File: src/rtl/mem_rd_pkg.sv
// Shared definitions for the memory read responder: line geometry, FSM states and
// helpers that size a request in SRAM lines and response beats.
package mem_rd_pkg;

   localparam int unsigned LINE_BYTES = 16;

   typedef enum logic [1:0] {
      StIdle,
      StRead,
      StDrain
   } state_e;

   // Number of 16-byte lines touched by nbytes starting at byte offset within a line.
   function automatic int unsigned calc_lines(input int unsigned offset,
                                              input int unsigned nbytes);
      return (offset + nbytes + LINE_BYTES - 1) / LINE_BYTES;
   endfunction

   // Number of response beats needed to carry nbytes.
   function automatic int unsigned calc_beats(input int unsigned nbytes);
      return (nbytes + LINE_BYTES - 1) / LINE_BYTES;
   endfunction

endpackage

File: src/rtl/mem_rd_byte_align.sv
// Byte aligner: picks 16 consecutive bytes out of two adjacent SRAM lines, starting at
// byte offset_i of the older line.
module mem_rd_byte_align #(
   parameter int unsigned MEM_DATA_BUS = 128
) (
   input  logic [MEM_DATA_BUS-1:0] prev_line_i,
   input  logic [MEM_DATA_BUS-1:0] cur_line_i,
   input  logic [3:0]              offset_i,
   output logic [MEM_DATA_BUS-1:0] beat_o
);

   logic [2*MEM_DATA_BUS-1:0] joined;

   // Shift the line pair down by offset_i bytes and keep the low beat.
   always_comb begin
      joined = {cur_line_i, prev_line_i} >> {offset_i, 3'b000};
      beat_o = joined[MEM_DATA_BUS-1:0];
   end

endmodule

File: src/rtl/mem_rd_responder.sv
// Memory read responder: accepts a byte-addressed read, fetches the covering SRAM lines
// back to back and returns the bytes as zero-padded 16-byte beats.
// Define MEM_RD_RESP_ERR_EN to reject zero-length and oversize requests with a
// mem_rd_err pulse; otherwise zero-length requests are dropped and oversize ones clamped.
module mem_rd_responder
   import mem_rd_pkg::*;
#(
   parameter int unsigned ADDR_WIDTH           = 12,
   parameter int unsigned MAX_BYTES_TO_RD      = 20,
   parameter int unsigned LOG2_MAX_BYTES_TO_RD = $clog2(MAX_BYTES_TO_RD),
   parameter int unsigned MEM_DATA_BUS         = 128
) (
   input  logic                            clk,
   input  logic                            rst_n,
   input  logic [ADDR_WIDTH-1:0]           mem_start_addr,
   input  logic [LOG2_MAX_BYTES_TO_RD-1:0] mem_bytes,
   input  logic                            mem_rd_req,
   output logic [MEM_DATA_BUS-1:0]         mem_data,
   output logic                            mem_data_vld,
   output logic                            mem_busy,
   output logic                            sram_rd_en,
   output logic [ADDR_WIDTH-5:0]           sram_addr,
   input  logic [MEM_DATA_BUS-1:0]         sram_rdata
`ifdef MEM_RD_RESP_ERR_EN
   ,
   output logic                            mem_rd_err
`endif
);

   localparam int unsigned NW   = LOG2_MAX_BYTES_TO_RD;
   localparam int unsigned CntW = LOG2_MAX_BYTES_TO_RD + 1;
   localparam int unsigned LW   = ADDR_WIDTH - 4;

   typedef logic [CntW-1:0] cnt_t;

   state_e                  state_q, state_d;
   logic [3:0]              off_q, off_d;
   logic [NW-1:0]           nbytes_q, nbytes_d;
   cnt_t                    lines_q, lines_d;    // lines to read
   cnt_t                    beats_q, beats_d;    // beats to return
   cnt_t                    iss_q, iss_d;        // lines issued
   cnt_t                    rcv_q, rcv_d;        // lines captured into line_q history
   cnt_t                    bj_q, bj_d;          // beats emitted
   logic                    rd_pend_q, rd_pend_d; // sram_rdata valid this cycle
   logic [MEM_DATA_BUS-1:0] line_q, line_d;      // most recently returned line
   logic                    rd_en_q, rd_en_d;
   logic [LW-1:0]           addr_q, addr_d;
   logic [MEM_DATA_BUS-1:0] data_q, data_d;
   logic                    vld_q, vld_d;
`ifdef MEM_RD_RESP_ERR_EN
   logic                    err_q, err_d;
`endif

   logic [NW-1:0]           req_n;
   logic                    req_bad;
   cnt_t                    avail;
   int unsigned             beat_start, last_byte, end_line, byte_cnt, n_int;
   logic                    two_line, beat_rdy;
   logic [MEM_DATA_BUS-1:0] align_prev, aligned, beat_masked;

   // Request qualification: reject, drop or clamp the byte count.
   always_comb begin
      req_n = mem_bytes;
`ifdef MEM_RD_RESP_ERR_EN
      req_bad = (mem_bytes == '0) || (32'(mem_bytes) > MAX_BYTES_TO_RD);
`else
      req_bad = (mem_bytes == '0);
      if (32'(mem_bytes) > MAX_BYTES_TO_RD) req_n = NW'(MAX_BYTES_TO_RD);
`endif
   end

   // Beat j starts in line j; it spans into line j+1 only when its last byte lands there.
   always_comb begin
      n_int      = 32'(nbytes_q);
      beat_start = LINE_BYTES * 32'(bj_q);
      last_byte  = (beat_start + LINE_BYTES - 1 < n_int) ? beat_start + LINE_BYTES - 1
                                                          : n_int - 1;
      end_line   = (32'(off_q) + last_byte) / LINE_BYTES;
      byte_cnt   = (n_int - beat_start >= LINE_BYTES) ? LINE_BYTES : n_int - beat_start;
      avail      = rcv_q + cnt_t'(rd_pend_q);
      two_line   = end_line > 32'(bj_q);
      beat_rdy   = (state_q != StIdle) && (bj_q < beats_q) && (end_line < 32'(avail));
      // A single-line beat uses the fresh line unless it is stalled behind its neighbour.
      align_prev = (two_line || !rd_pend_q) ? line_q : sram_rdata;
   end

   mem_rd_byte_align #(
      .MEM_DATA_BUS (MEM_DATA_BUS)
   ) u_align (
      .prev_line_i (align_prev),
      .cur_line_i  (sram_rdata),
      .offset_i    (off_q),
      .beat_o      (aligned)
   );

   // Zero the bytes beyond the end of the request.
   always_comb begin
      beat_masked = aligned;
      for (int unsigned k = 0; k < LINE_BYTES; k++) begin
         if (k >= byte_cnt) beat_masked[8*k +: 8] = 8'h00;
      end
   end

   // Next-state logic for the FSM, counters and output registers.
   always_comb begin
      state_d   = state_q;
      off_d     = off_q;
      nbytes_d  = nbytes_q;
      lines_d   = lines_q;
      beats_d   = beats_q;
      iss_d     = iss_q;
      rcv_d     = rcv_q + cnt_t'(rd_pend_q);
      bj_d      = bj_q;
      rd_pend_d = rd_en_q;
      line_d    = rd_pend_q ? sram_rdata : line_q;
      rd_en_d   = 1'b0;
      addr_d    = addr_q;
      data_d    = '0;
      vld_d     = 1'b0;
`ifdef MEM_RD_RESP_ERR_EN
      err_d     = 1'b0;
`endif

      if (beat_rdy) begin
         vld_d  = 1'b1;
         data_d = beat_masked;
         bj_d   = bj_q + cnt_t'(1);
      end

      unique case (state_q)
         StIdle: begin
            if (mem_rd_req && !req_bad) begin
               state_d  = StRead;
               off_d    = mem_start_addr[3:0];
               nbytes_d = req_n;
               lines_d  = cnt_t'(calc_lines(32'(mem_start_addr[3:0]), 32'(req_n)));
               beats_d  = cnt_t'(calc_beats(32'(req_n)));
               rd_en_d  = 1'b1;
               addr_d   = mem_start_addr[ADDR_WIDTH-1:4];
               iss_d    = cnt_t'(1);
               rcv_d    = '0;
               bj_d     = '0;
            end
`ifdef MEM_RD_RESP_ERR_EN
            else if (mem_rd_req) begin
               err_d = 1'b1;
            end
`endif
         end
         StRead: begin
            if (iss_q == lines_q) begin
               state_d = StDrain;
            end else begin
               rd_en_d = 1'b1;
               addr_d  = addr_q + LW'(1);
               iss_d   = iss_q + cnt_t'(1);
            end
         end
         StDrain: begin
            // The final beat is on the outputs this cycle.
            if (bj_q == beats_q) state_d = StIdle;
         end
         default: state_d = StIdle;
      endcase
   end

   // FSM state register.
   always_ff @(posedge clk or negedge rst_n) begin
      if (!rst_n) state_q <= StIdle;
      else        state_q <= state_d;
   end

   // Request context, read pipeline and output registers.
   always_ff @(posedge clk or negedge rst_n) begin
      if (!rst_n) begin
         off_q     <= '0;
         nbytes_q  <= '0;
         lines_q   <= '0;
         beats_q   <= '0;
         iss_q     <= '0;
         rcv_q     <= '0;
         bj_q      <= '0;
         rd_pend_q <= 1'b0;
         line_q    <= '0;
         rd_en_q   <= 1'b0;
         addr_q    <= '0;
         data_q    <= '0;
         vld_q     <= 1'b0;
`ifdef MEM_RD_RESP_ERR_EN
         err_q     <= 1'b0;
`endif
      end else begin
         off_q     <= off_d;
         nbytes_q  <= nbytes_d;
         lines_q   <= lines_d;
         beats_q   <= beats_d;
         iss_q     <= iss_d;
         rcv_q     <= rcv_d;
         bj_q      <= bj_d;
         rd_pend_q <= rd_pend_d;
         line_q    <= line_d;
         rd_en_q   <= rd_en_d;
         addr_q    <= addr_d;
         data_q    <= data_d;
         vld_q     <= vld_d;
`ifdef MEM_RD_RESP_ERR_EN
         err_q     <= err_d;
`endif
      end
   end

   assign mem_data     = data_q;
   assign mem_data_vld = vld_q;
   assign mem_busy     = (state_q != StIdle);
   assign sram_rd_en   = rd_en_q;
   assign sram_addr    = addr_q;
`ifdef MEM_RD_RESP_ERR_EN
   assign mem_rd_err   = err_q;
`endif

endmodule

File: config.mk
export PLATFORM = sky130hd
export DESIGN_NAME = mem_rd_responder
export DESIGN_NICKNAME = d
export VERILOG_FILES = /design/src/rtl/mem_rd_pkg.sv /design/src/rtl/mem_rd_byte_align.sv /design/src/rtl/mem_rd_responder.sv
export SDC_FILE = /design/constraint.sdc
export NUM_CORES = 1
export LEC_CHECK = 0
export BUFFER_PORTS_ARGS = -buffer_cell sky130_fd_sc_hd__buf_2
export CORE_ASPECT_RATIO = 0.7
export CORE_MARGIN = 2
export CORE_UTILIZATION = 54
export DETAILED_ROUTE_END_ITERATION = 10
export PLACE_DENSITY_LB_ADDON = 0.08
export SLEW_MARGIN = 20
export SYNTH_ARGS = -nofsm -noshare
export SYNTH_HDL_FRONTEND = slang
export SYNTH_HIERARCHICAL = 1
export SYNTH_SLANG_ARGS = --single-unit
File: constraint.sdc
create_clock -name clk -period 5.4 [get_ports clk]
set_clock_uncertainty 0.1 [all_clocks]
set_input_delay 1.08 -clock clk [delete_from_list [all_inputs] [get_ports clk]]
set_output_delay 1.08 -clock clk [all_outputs]
set_load 0.01 [all_outputs]
Word-level counts from Yosys, hierarchy flattened
Cells that the tools add are included.
{ "totals": {"reg_bits": 308, "in_bits": 148} }
{ "op_classes": {"n_addsub": 14, "order_cmp": 22, "n_eq_ne": 8, "shift": 1, "mux": 40, "reduce_logical": 13} }
{ "ops": {"columns": ["cell", "n"], "rows": [
  ["4-bit by 32-bit >= comparator with 1-bit output, first input constant", 8],
  ["128-bit 2-to-1 mux", 2],
  ["256-bit by 7-bit right shift with 128-bit output", 1],
  ["8-bit 2-to-1 mux", 18],
  ["3-bit by 32-bit >= comparator with 1-bit output, first input constant", 4],
  ["1-bit by 32-bit >= comparator with 1-bit output, first input constant", 2],
  ["2-bit by 32-bit >= comparator with 1-bit output, first input constant", 2],
  ["32-bit 2-to-1 mux", 2],
  ["6-bit 2-to-1 mux", 7],
  ["4-bit by 32-bit adder with 32-bit output", 1],
  ["32-bit by 5-bit >= comparator with 1-bit output, second input constant", 1],
  ["32-bit by 5-bit < comparator with 1-bit output", 1],
  ["28-bit by 6-bit greater-than comparator with 1-bit output", 1],
  ["28-bit by 6-bit < comparator with 1-bit output", 1],
  ["8-bit case mux with 2 select lines", 1],
  ["6-bit by 1-bit adder with 6-bit output, second input constant", 2],
  ["6-bit equality test", 2],
  ["6-bit case mux with 2 select lines", 1],
  ["11-bit by 1-bit subtractor with 12-bit output, second input constant", 1],
  ["10-bit by 5-bit adder with 11-bit output, second input constant", 1],
  ["5-bit by 10-bit subtractor with 11-bit output", 1],
  ["8-bit by 1-bit adder with 8-bit output, second input constant", 1],
  ["2-bit inequality test, second input constant", 4],
  ["7-bit by 1-bit subtractor with 8-bit output, second input constant", 1],
  ["other kinds (23)", 32]
]} }

Logic depth before layout (Yosys ltp)
Gate-level depths: netlist of run 1.
{ "logic_depth": {"depth_word": 11, "depth_mapped": 31, "ltp_nobuf": 27} }

Cells and area by module
Netlist of run 1, hierarchy kept.
{ "by_module_without_submodules": {"columns": ["mod", "n_inst", "cells_per_inst", "area_each_um2"], "rows": [
  ["mem_rd_responder", 1, 1064, 14033.5],
  ["mem_rd_byte_align", 1, 835, 9610.5]
]} }

Least setup slack after synthesis of run 1
Ideal clock, no wire load.
{ "synth_path": {"path_kind": "register to register", "from": "register nbytes_q[4]", "to": "register data_q[16] (netlist: mem_data[16])", "arrival_time_ps": 5610, "required_time_ps": 5174, "setup_slack_ps": -436, "path_stages_with_launch": 29, "path_buffers": 4, "synth_period_minus_slack_ps": 5836, "cell_sequence": "dfrtp_1 inv_1 ha_1 inv_1 ha_1 inv_1 or3_1 buf_2 nand2_1 ha_1 a211oi_1 o311ai_0 and2_1 and2_1 clkbuf_1 xnor2_1 ha_1 nor2b_1 o21a_1 o21ai_0 nand2b_1 a21oi_1 o21ai_2 buf_8 buf_12 mux2_4 mux4_2 mux4_2 o311a_1"} }
{ "synth_between": {"elab_chain_cells": 9} }
{ "synth_lines": {"columns": ["item", "line_no", "text"], "rows": [
  ["start, declared", "mem_rd_responder.sv:38", "logic [NW-1:0] nbytes_q, nbytes_d;"],
  ["start signal, assigned", "mem_rd_responder.sv:194", "nbytes_q <= nbytes_d;"],
  ["32-bit by 5-bit < comparator with 1-bit output or 5-bit by 1-bit subtractor with 6-bit output (tied branches)", "mem_rd_responder.sv:76, mem_rd_responder.sv:77", null],
  ["32-bit 2-to-1 mux (*)", "mem_rd_responder.sv:76", "last_byte = (beat_start + LINE_BYTES - 1 < n_int) ? beat_start + LINE_BYTES - 1"],
  ["4-bit by 32-bit adder with 32-bit output (*)", "mem_rd_responder.sv:78", "end_line = (32'(off_q) + last_byte) / LINE_BYTES;"],
  ["28-bit by 6-bit greater-than comparator with 1-bit output (*)", "mem_rd_responder.sv:81", "two_line = end_line > 32'(bj_q);"],
  ["1-bit logical OR (*)", "mem_rd_responder.sv:84", "align_prev = (two_line || !rd_pend_q) ? line_q : sram_rdata;"],
  ["128-bit 2-to-1 mux (*)", "mem_rd_responder.sv:84", null],
  ["net align_prev[80]", "mem_rd_responder.sv:59", "logic [MEM_DATA_BUS-1:0] align_prev, aligned, beat_masked;"],
  ["256-bit by 7-bit right shift with 128-bit output (*)", "mem_rd_byte_align.sv:16", "joined = {cur_line_i, prev_line_i} >> {offset_i, 3'b000};"],
  ["net aligned[16]", "mem_rd_responder.sv:59", null],
  ["8-bit 2-to-1 mux (*)", "mem_rd_responder.sv:100", "if (k >= byte_cnt) beat_masked[8*k +: 8] = 8'h00;"],
  ["128-bit 2-to-1 mux (*)", "mem_rd_responder.sv:124", "if (beat_rdy) begin"],
  ["net data_d[16]", "mem_rd_responder.sv:48", "logic [MEM_DATA_BUS-1:0] data_q, data_d;"],
  ["end signal, assigned", "mem_rd_responder.sv:204", "data_q <= data_d;"],
  ["end, declared", "mem_rd_responder.sv:48", null]
]} }
Mark *: on every way through the listed nets, which the timed path passes. The rest lies on a longest branch.
A chain may end at the register's enable or synchronous reset.

Final worst setup path of run 1
{ "layout_path": {"from": "register bj_q[5]", "to": "register data_q[19] (netlist: mem_data[19])"} }
{ "layout_between": {"elab_chain_cells": 11} }
{ "layout_lines": {"columns": ["item", "line_no", "text"], "rows": [
  ["start, declared", "mem_rd_responder.sv:43", "cnt_t bj_q, bj_d;"],
  ["start signal, assigned", "mem_rd_responder.sv:199", "bj_q <= bj_d;"],
  ["10-bit by 5-bit adder with 11-bit output", "mem_rd_responder.sv:76", null],
  ["11-bit by 1-bit subtractor with 12-bit output", "mem_rd_responder.sv:76", null],
  ["32-bit by 5-bit < comparator with 1-bit output", "mem_rd_responder.sv:76", null],
  ["32-bit 2-to-1 mux", "mem_rd_responder.sv:76", null],
  ["4-bit by 32-bit adder with 32-bit output", "mem_rd_responder.sv:78", null],
  ["28-bit by 6-bit greater-than comparator with 1-bit output (*)", "mem_rd_responder.sv:81", null],
  ["1-bit logical OR (*)", "mem_rd_responder.sv:84", null],
  ["128-bit 2-to-1 mux (*)", "mem_rd_responder.sv:84", null],
  ["net align_prev[115]", "mem_rd_responder.sv:59", null],
  ["256-bit by 7-bit right shift with 128-bit output (*)", "mem_rd_byte_align.sv:16", null],
  ["net aligned[19]", "mem_rd_responder.sv:59", null],
  ["8-bit 2-to-1 mux (*)", "mem_rd_responder.sv:100", null],
  ["128-bit 2-to-1 mux (*)", "mem_rd_responder.sv:124", null],
  ["net data_d[19]", "mem_rd_responder.sv:48", null]
]} }
Marks and branches as above.

==> results.md, run 1 <==
* Fraction of final layout cells sized beyond drive strength 1 at 0.540
* Failing checks: negative setup slack
* CP max-delay cell: or4_4
* Vias in the first global route at 17100
* Post-synth EDFFs at 0
* GPL Wtd Cong at 0.948
* Die outline area at 45500 um2
* First-pass GRT wire length at 114000 um
* WL final at 79300 um
* Core ar. at 43500 um2
* Asr flop ratio synth at 1.00
* TritonCTS Buffers at 35
* Reg2reg end: mem_data[19]
* P&R area growth vs syn at 21.0%
* IO Count at 287
* PnR worst setup slack at -0.478 ns
* R2R Setup Slk at -0.48 ns
* CP arrival at 6.19 ns
* Largest net degree at the start of global routing at 138
* Vias per cell at 6.45
* Clock buffer depth at 3
* Final Max Tran Viols at 0
* Hold_sp: sram_rd_en
* GRT met3 Usage at 0.133
* Die H at 179 um
* Grt peak-use layer: met1
* R2R cell count at 23
* Post-synth top area cell: dfrtp_1
* Placed instance count at 2768
* # DRC at 0
* Cell count after synthesis at 1899
* Clock Sinks at 300
* Area share of the largest cell type after synthesis at 0.318
* Die span in x at 254 um
* Headroom to the max-slew limit at 0.270
* Minimum clock period at 5.88 ns
* CTS clk-pin slew, worst paths at 0.07 ns
* Antenna-violating nets left at 0
* HP Class: register to register
* Yosys Warn Count at 6
* Worst Hold Depth at 0
* Max H-tree Level at 2
* DP HPWL at 57700 um
* Site Rows at 64
* Grt ovf at 0
* Clk Latency, worst-skew pair at 0.54 ns
* Gr usage total at 0.342
* Mapped Nets at 2083
* Worst Path Max Fanout at 13
* Worst-Margin Slew at 1.09 ns
* Global Route met1 Usage at 0.547
* Placement Cell Area at 26100 um2
* Nature of the critical path endpoint: register
* Fmax at 170 MHz
* NumNets Final at 2430
* IO Port Bufs at 286
* Hold Buf Count CTS at 0
* Post-Layout Cell Count at 2875
* Min Hold Slack at 0.314 ns
* Yosys reg bits at 300
* Status: finished, violations left
* Hold Violations, Final at 0
* CTS root buffer: clkbuf_16
* Top-count cell post-synth: dfrtp_1
* Critical path cell sequence: or4_4 -> or3_4 -> nand2_4 -> ha_4 -> a211oi_4 -> o311ai_2 -> and2_4 -> and2_4 -> xnor2_4 -> ha_4 -> nor2b_4 -> o21a_1 -> o21ai_1 -> nand2b_1 -> a21oi_2 -> o21ai_4 -> buf_12 -> buf_12 -> buf_16 -> mux2_4 -> mux4_2 -> mux4_2 -> o311a_1
* Initial antenna violation count at 14
* Multi-input gate area in the final layout at 15600 um2
* Main flop type after synthesis: dfrtp_1
* Design area at 28600 um2
* DR iter-0 viols at 2407
* # setup viols final at 128
* Tcrit/Tclk final at 1.09
* GRT met2 Usage at 0.426
* WL per Instance at 27.6 um
* Via Count at 18600
* FILL cells at 3308
* Synth area leaders: dfrtp_1, mux4_2, mux2_2
* Sequential Area at 7530 um2
* Hold Crit Endpoint: rd_pend_q
* Pre-CTS setup slack at -0.586 ns
* Crit-path max cell delay at 0.54 ns
* Initial Utilization at 0.544
* Max_cap viols at 0
* Seq/Total Area, Yosys at 0.318
* Cell Area, Synth at 23600 um2
* CTS tree: built
* RSZ-0062 raised after global routing: yes
* Worst Setup Start Kind: register
* Count of cell types in the netlist at 66
* Syn_area_per_cell at 12.5 um2
* Critical path class: register to register
* Worst Path Required at 5.71 ns
* Commonest cells post-synth: dfrtp_1, mux4_2, mux2_2
* Reg2reg start: bj_q[5]
* DRT Pass-1 Iters at 5
-- timing repair --
item,CTS,global route
gates resized for setup,53,138
buffers inserted,21,12
setup endpoints to repair,128,131
pin swaps,3,33
cloned,0,6
-- logic make-up (layout without fill, tap and decap cells) --
kind of cell / after synthesis / count (layout) / synth area share
muxes: 728 / 728 / 0.467
and+or+nand+nor: 398 / 398 / 0.0813
DFF: 300 / 300 / 0.318
buffers and inverters: 225 / 598 / 0.0564
AOI/OAI and AO/OA: 195 / 195 / 0.0523
adders and majority gates: 36 / 36 / 0.0191
xor gates and xnor gates: 17 / 17 / 0.00630
other: 0 / 9 / 0
-- registers in the layout, indices dropped and copies added (netlist names), 2 cells and up --
name       flops
off_q          4
line_q       128
mem_data     128
rcv_q          6
bj_q           6
state_q        2
iss_q          6
sram_addr      8
beats_q        2
lines_q        2
nbytes_q       5
-- per-layer routing --
layer,vias up,share of wire
li1,7902,-
met5,-,0.00016
met1,9493,0.46
met2,1054,0.39
met3,103,0.14
met4,2,0.018
-- per-stage QoR --
stage          TNS, ns  utilization
6_report        -42.70        0.658
5_1_grt         -63.42        0.658
4_1_cts         -26.55        0.640
3_5_place_dp    -49.96        0.600
3_3_place_gp    -44.01        0.600
2_1_floorplan   -0.606            -
-- layout make-up --
type | instances | area share
inverter | 67 | 0.00879
timing repair buffer | 468 | 0.109
antenna | 9 | 0.000787
multi-input combinational | 1374 | 0.546
clock inverter | 21 | 0.0114
sequential | 300 | 0.263
tap | 594 | 0.0260
clock buffer | 42 | 0.0344
-- cells in the final DEF, fill, tap and decap left out, types with 29 or more instances in the layout --
cell type / count
a21oi_1: 41
and2_1: 36
buf_2: 285
buf_4: 153
clkbuf_16: 42
dfrtp_1: 295
inv_1: 56
mux2_2: 168
mux2_4: 145
mux2i_1: 156
mux4_2: 232
nand2_1: 110
nor2_1: 97
o21ai_0: 29
o21ai_1: 32
-- worst max-delay path by stage --
stage          startpoint      endpoint  slack, ns  depth (start not counted)
2_1_floorplan     bj_q[5]  mem_data[16]      -0.06                         24
3_3_place_gp      bj_q[5]  mem_data[44]      -0.52                         21
3_5_place_dp      bj_q[5]  mem_data[44]      -0.59                         21
4_1_cts           bj_q[5]  mem_data[24]      -0.31                         24
5_1_grt           bj_q[4]  mem_data[91]      -0.64                         26
6_report          bj_q[5]  mem_data[19]      -0.48                         23
-- critical path, delay by kind of cell (launching register included) --
| family | cells | cell delay (ns) |
|---|---|---|
| flip-flops | 1 | 0.38 |
| AO/OA/AOI/OAI | 7 | 1.15 |
| buffers and inverters | 3 | 0.46 |
| adder cells (fa/ha/maj) | 2 | 0.43 |
| XOR/XNOR | 1 | 0.19 |
| AND/OR/NAND/NOR | 7 | 1.62 |
| multiplexers | 3 | 1.39 |
Power of run 1 is left out: the tool's default activity adds up to more than one toggle a clock period on the data nets, which glitch-free logic cannot reach.
==> inputs of run 2 (changes only) <==
--- a/config.mk
+++ b/config.mk
@@ -10,7 +10,8 @@
 export CORE_MARGIN = 2
 export CORE_UTILIZATION = 54
 export DETAILED_ROUTE_END_ITERATION = 10
-export PLACE_DENSITY_LB_ADDON = 0.08
+export MAX_ROUTING_LAYER = met4
+export PLACE_DENSITY = 0.78
 export SLEW_MARGIN = 20
 export SYNTH_ARGS = -nofsm -noshare
 export SYNTH_HDL_FRONTEND = slang
==> results.md, run 2 (synthesis results as in run 1) <==
* Hold_sp: sram_rd_en
* Vias per cell at 6.68 (+3.4%)
* Die H at 179 um (unchanged)
* Minimum clock period at 5.86 ns (-0.0161 ns)
* HP Class: register to register
* CTS tree: built
* GPL Wtd Cong at 1.01 (+6.6%)
* Reg2reg end: mem_data[1]
* Site Rows at 64 (unchanged)
* CTS root buffer: clkbuf_16
* Worst Path Required at 5.74 ns (+0.03 ns)
* DR iter-0 viols at 3158 (+31%)
* Headroom to the max-slew limit at 0.113 (-0.157)
* Hold Buf Count CTS at 0 (unchanged)
* Worst Hold Depth at 0 (unchanged)
* Fmax at 171 MHz (+0.28%)
* Core ar. at 43500 um2 (unchanged)
* Crit-path max cell delay at 0.55 ns (about the same)
* Worst Path Max Fanout at 8 (-5)
* Worst Setup Start Kind: register
* Hold Crit Endpoint: rd_pend_q
* Commonest non-fill, non-tap cell in the layout: dfrtp_1
* Reg2reg start: bj_q[5]
* TritonCTS Buffers at 35 (unchanged)
* Status: finished, violations left
* IO Port Bufs at 286 (unchanged)
* Most frequent cells in the layout: dfrtp_1, buf_2, mux4_2
* Final Max Tran Viols at 0 (unchanged)
* Initial Utilization at 0.544 (unchanged)
* R2R cell count at 25 (+8.7%)
* Vias in the first global route at 17900 (+4.7%)
* R2R Setup Slk at -0.46 ns (+0.02 ns)
* Worst-Margin Slew at 1.33 ns (+0.236 ns)
* RSZ-0062 raised after global routing: yes
* Clk Latency, worst-skew pair at 0.55 ns (about the same)
* Fraction of final layout cells sized beyond drive strength 1 at 0.564 (+0.0244)
* Initial antenna violation count at 7 (-7)
* Failing checks: negative setup slack
* Critical path class: register to register
* Antenna-violating nets left at 0 (unchanged)
* Largest net degree at the start of global routing at 183 (+33%)
* CP max-delay cell: or4_4
* PnR worst setup slack at -0.462 ns (+0.0161 ns)
* CP arrival at 6.20 ns (about the same)
* Die outline area at 45500 um2 (unchanged)
* Nature of the critical path endpoint: register
* Max H-tree Level at 2 (unchanged)
* CTS clk-pin slew, worst paths at 0.06 ns (about the same)
* # setup viols final at 128 (unchanged)
* DRT Pass-1 Iters at 6 (+1)
* Clock buffer depth at 3 (unchanged)
* Grt ovf at 0 (unchanged)
* # DRC at 0 (unchanged)
* Hold Violations, Final at 0 (unchanged)
* Die span in x at 254 um (unchanged)
* WL final at 83900 um (+5.8%)
* Util after Layout at 0.668 (+0.0102)
* IO Count at 287 (unchanged)
* WL per Instance at 29.0 um (+5.0%)
* P&R area growth vs syn at 22.9%
* Via Count at 19300 (+4.3%)
* Clock Sinks at 300 (unchanged)
* Max_cap viols at 0 (unchanged)
* DP HPWL at 59700 um (+3.5%)
* NumNets Final at 2456 (+1.1%)
* Gr usage total at 0.368 (+0.0250)
* First-pass GRT wire length at 119000 um (+3.8%)
* Tcrit/Tclk final at 1.09 (-0.00299)
[run 2: changes by cell type in the layout (fill, tap and decap cells not counted), sizes merged]
cell / change
inv: -1
bufinv: -3
clkinvlp: -4
clkbuf: +3
buf: +25
diode: -3
clkinv: +6
[run 2: cell type report]
class	instances	area [um2]
Inverter	67	251
Timing Repair Buffer	494	3450
Clock inverter	19	254
Tap cell	594	743
Antenna cell	6	15.0
Clock buffer	44	991
Multi-Input combinational cell	1374	15800
Sequential cell	300	7530
Fill cell	3159	14400
[run 2: layer usage]
| metal | global-route usage | part of all wire | vias to the layer above |
|---|---|---|---|
| met4 | 0.0637 | 0.017 | 0 |
| met1 | 0.555 | 0.42 | 9818 |
| li1 | - | - | 7947 |
| met3 | 0.158 | 0.17 | 135 |
| met2 | 0.452 | 0.39 | 1447 |
| met5 | - | 0 | - |
[run 2: how the worst max path moves through the flow]
stage | startpoint | to | slack (ns)
global placement | bj_q[5] | mem_data[101] | -0.72
global route | bj_q[5] | mem_data[1] | -0.62
detailed placement | bj_q[5] | mem_data[101] | -0.69
CTS | bj_q[5] | mem_data[110] | -0.38
finish | bj_q[5] | mem_data[1] | -0.46
floorplan | bj_q[5] | mem_data[16] | -0.06
[run 2: metrics by stage]
| step | hold slack (ns) | cell area [um2] | instances | setup WS, ns | TNS (ns) |
|---|---|---|---|---|---|
| global placement | 0.277 | 26200 | 2786 | -0.721 | -67.77 |
| floorplan | 0.316 | 23700 | 1899 | -0.0599 | -0.606 |
| detailed placement | 0.269 | 26200 | 2786 | -0.695 | -65.07 |
| finish | 0.288 | 29100 | 2898 | -0.462 | -41.23 |
| CTS | 0.293 | 27900 | 2864 | -0.381 | -31.48 |
| global route | 0.302 | 29100 | 2896 | -0.618 | -61.48 |
[run 2: worst max-delay path, delay by kind of cell (launching register included)]
family                   cells  cell delay, ns
XOR/XNOR                     1            0.17
AO/OA/AOI/OAI                7            1.20
adder cells (fa/ha/maj)      2            0.42
AND/OR/NAND/NOR              9            1.93
buffers and inverters        3            0.43
multiplexers                 3            1.09
flip-flops                   1            0.38
[run 2: timing repair]
| action | 4_1_cts | 5_1_grt |
|---|---|---|
| gates cloned | 4 | 7 |
| endpoints found under the setup margin | 128 | 131 |
| buffers inserted | 11 | 21 |
| pin swaps | 8 | 50 |
| resized for setup | 58 | 213 |
| hold endpoints to repair | 0 | 0 |
Power of run 2 is left out for the same reason.
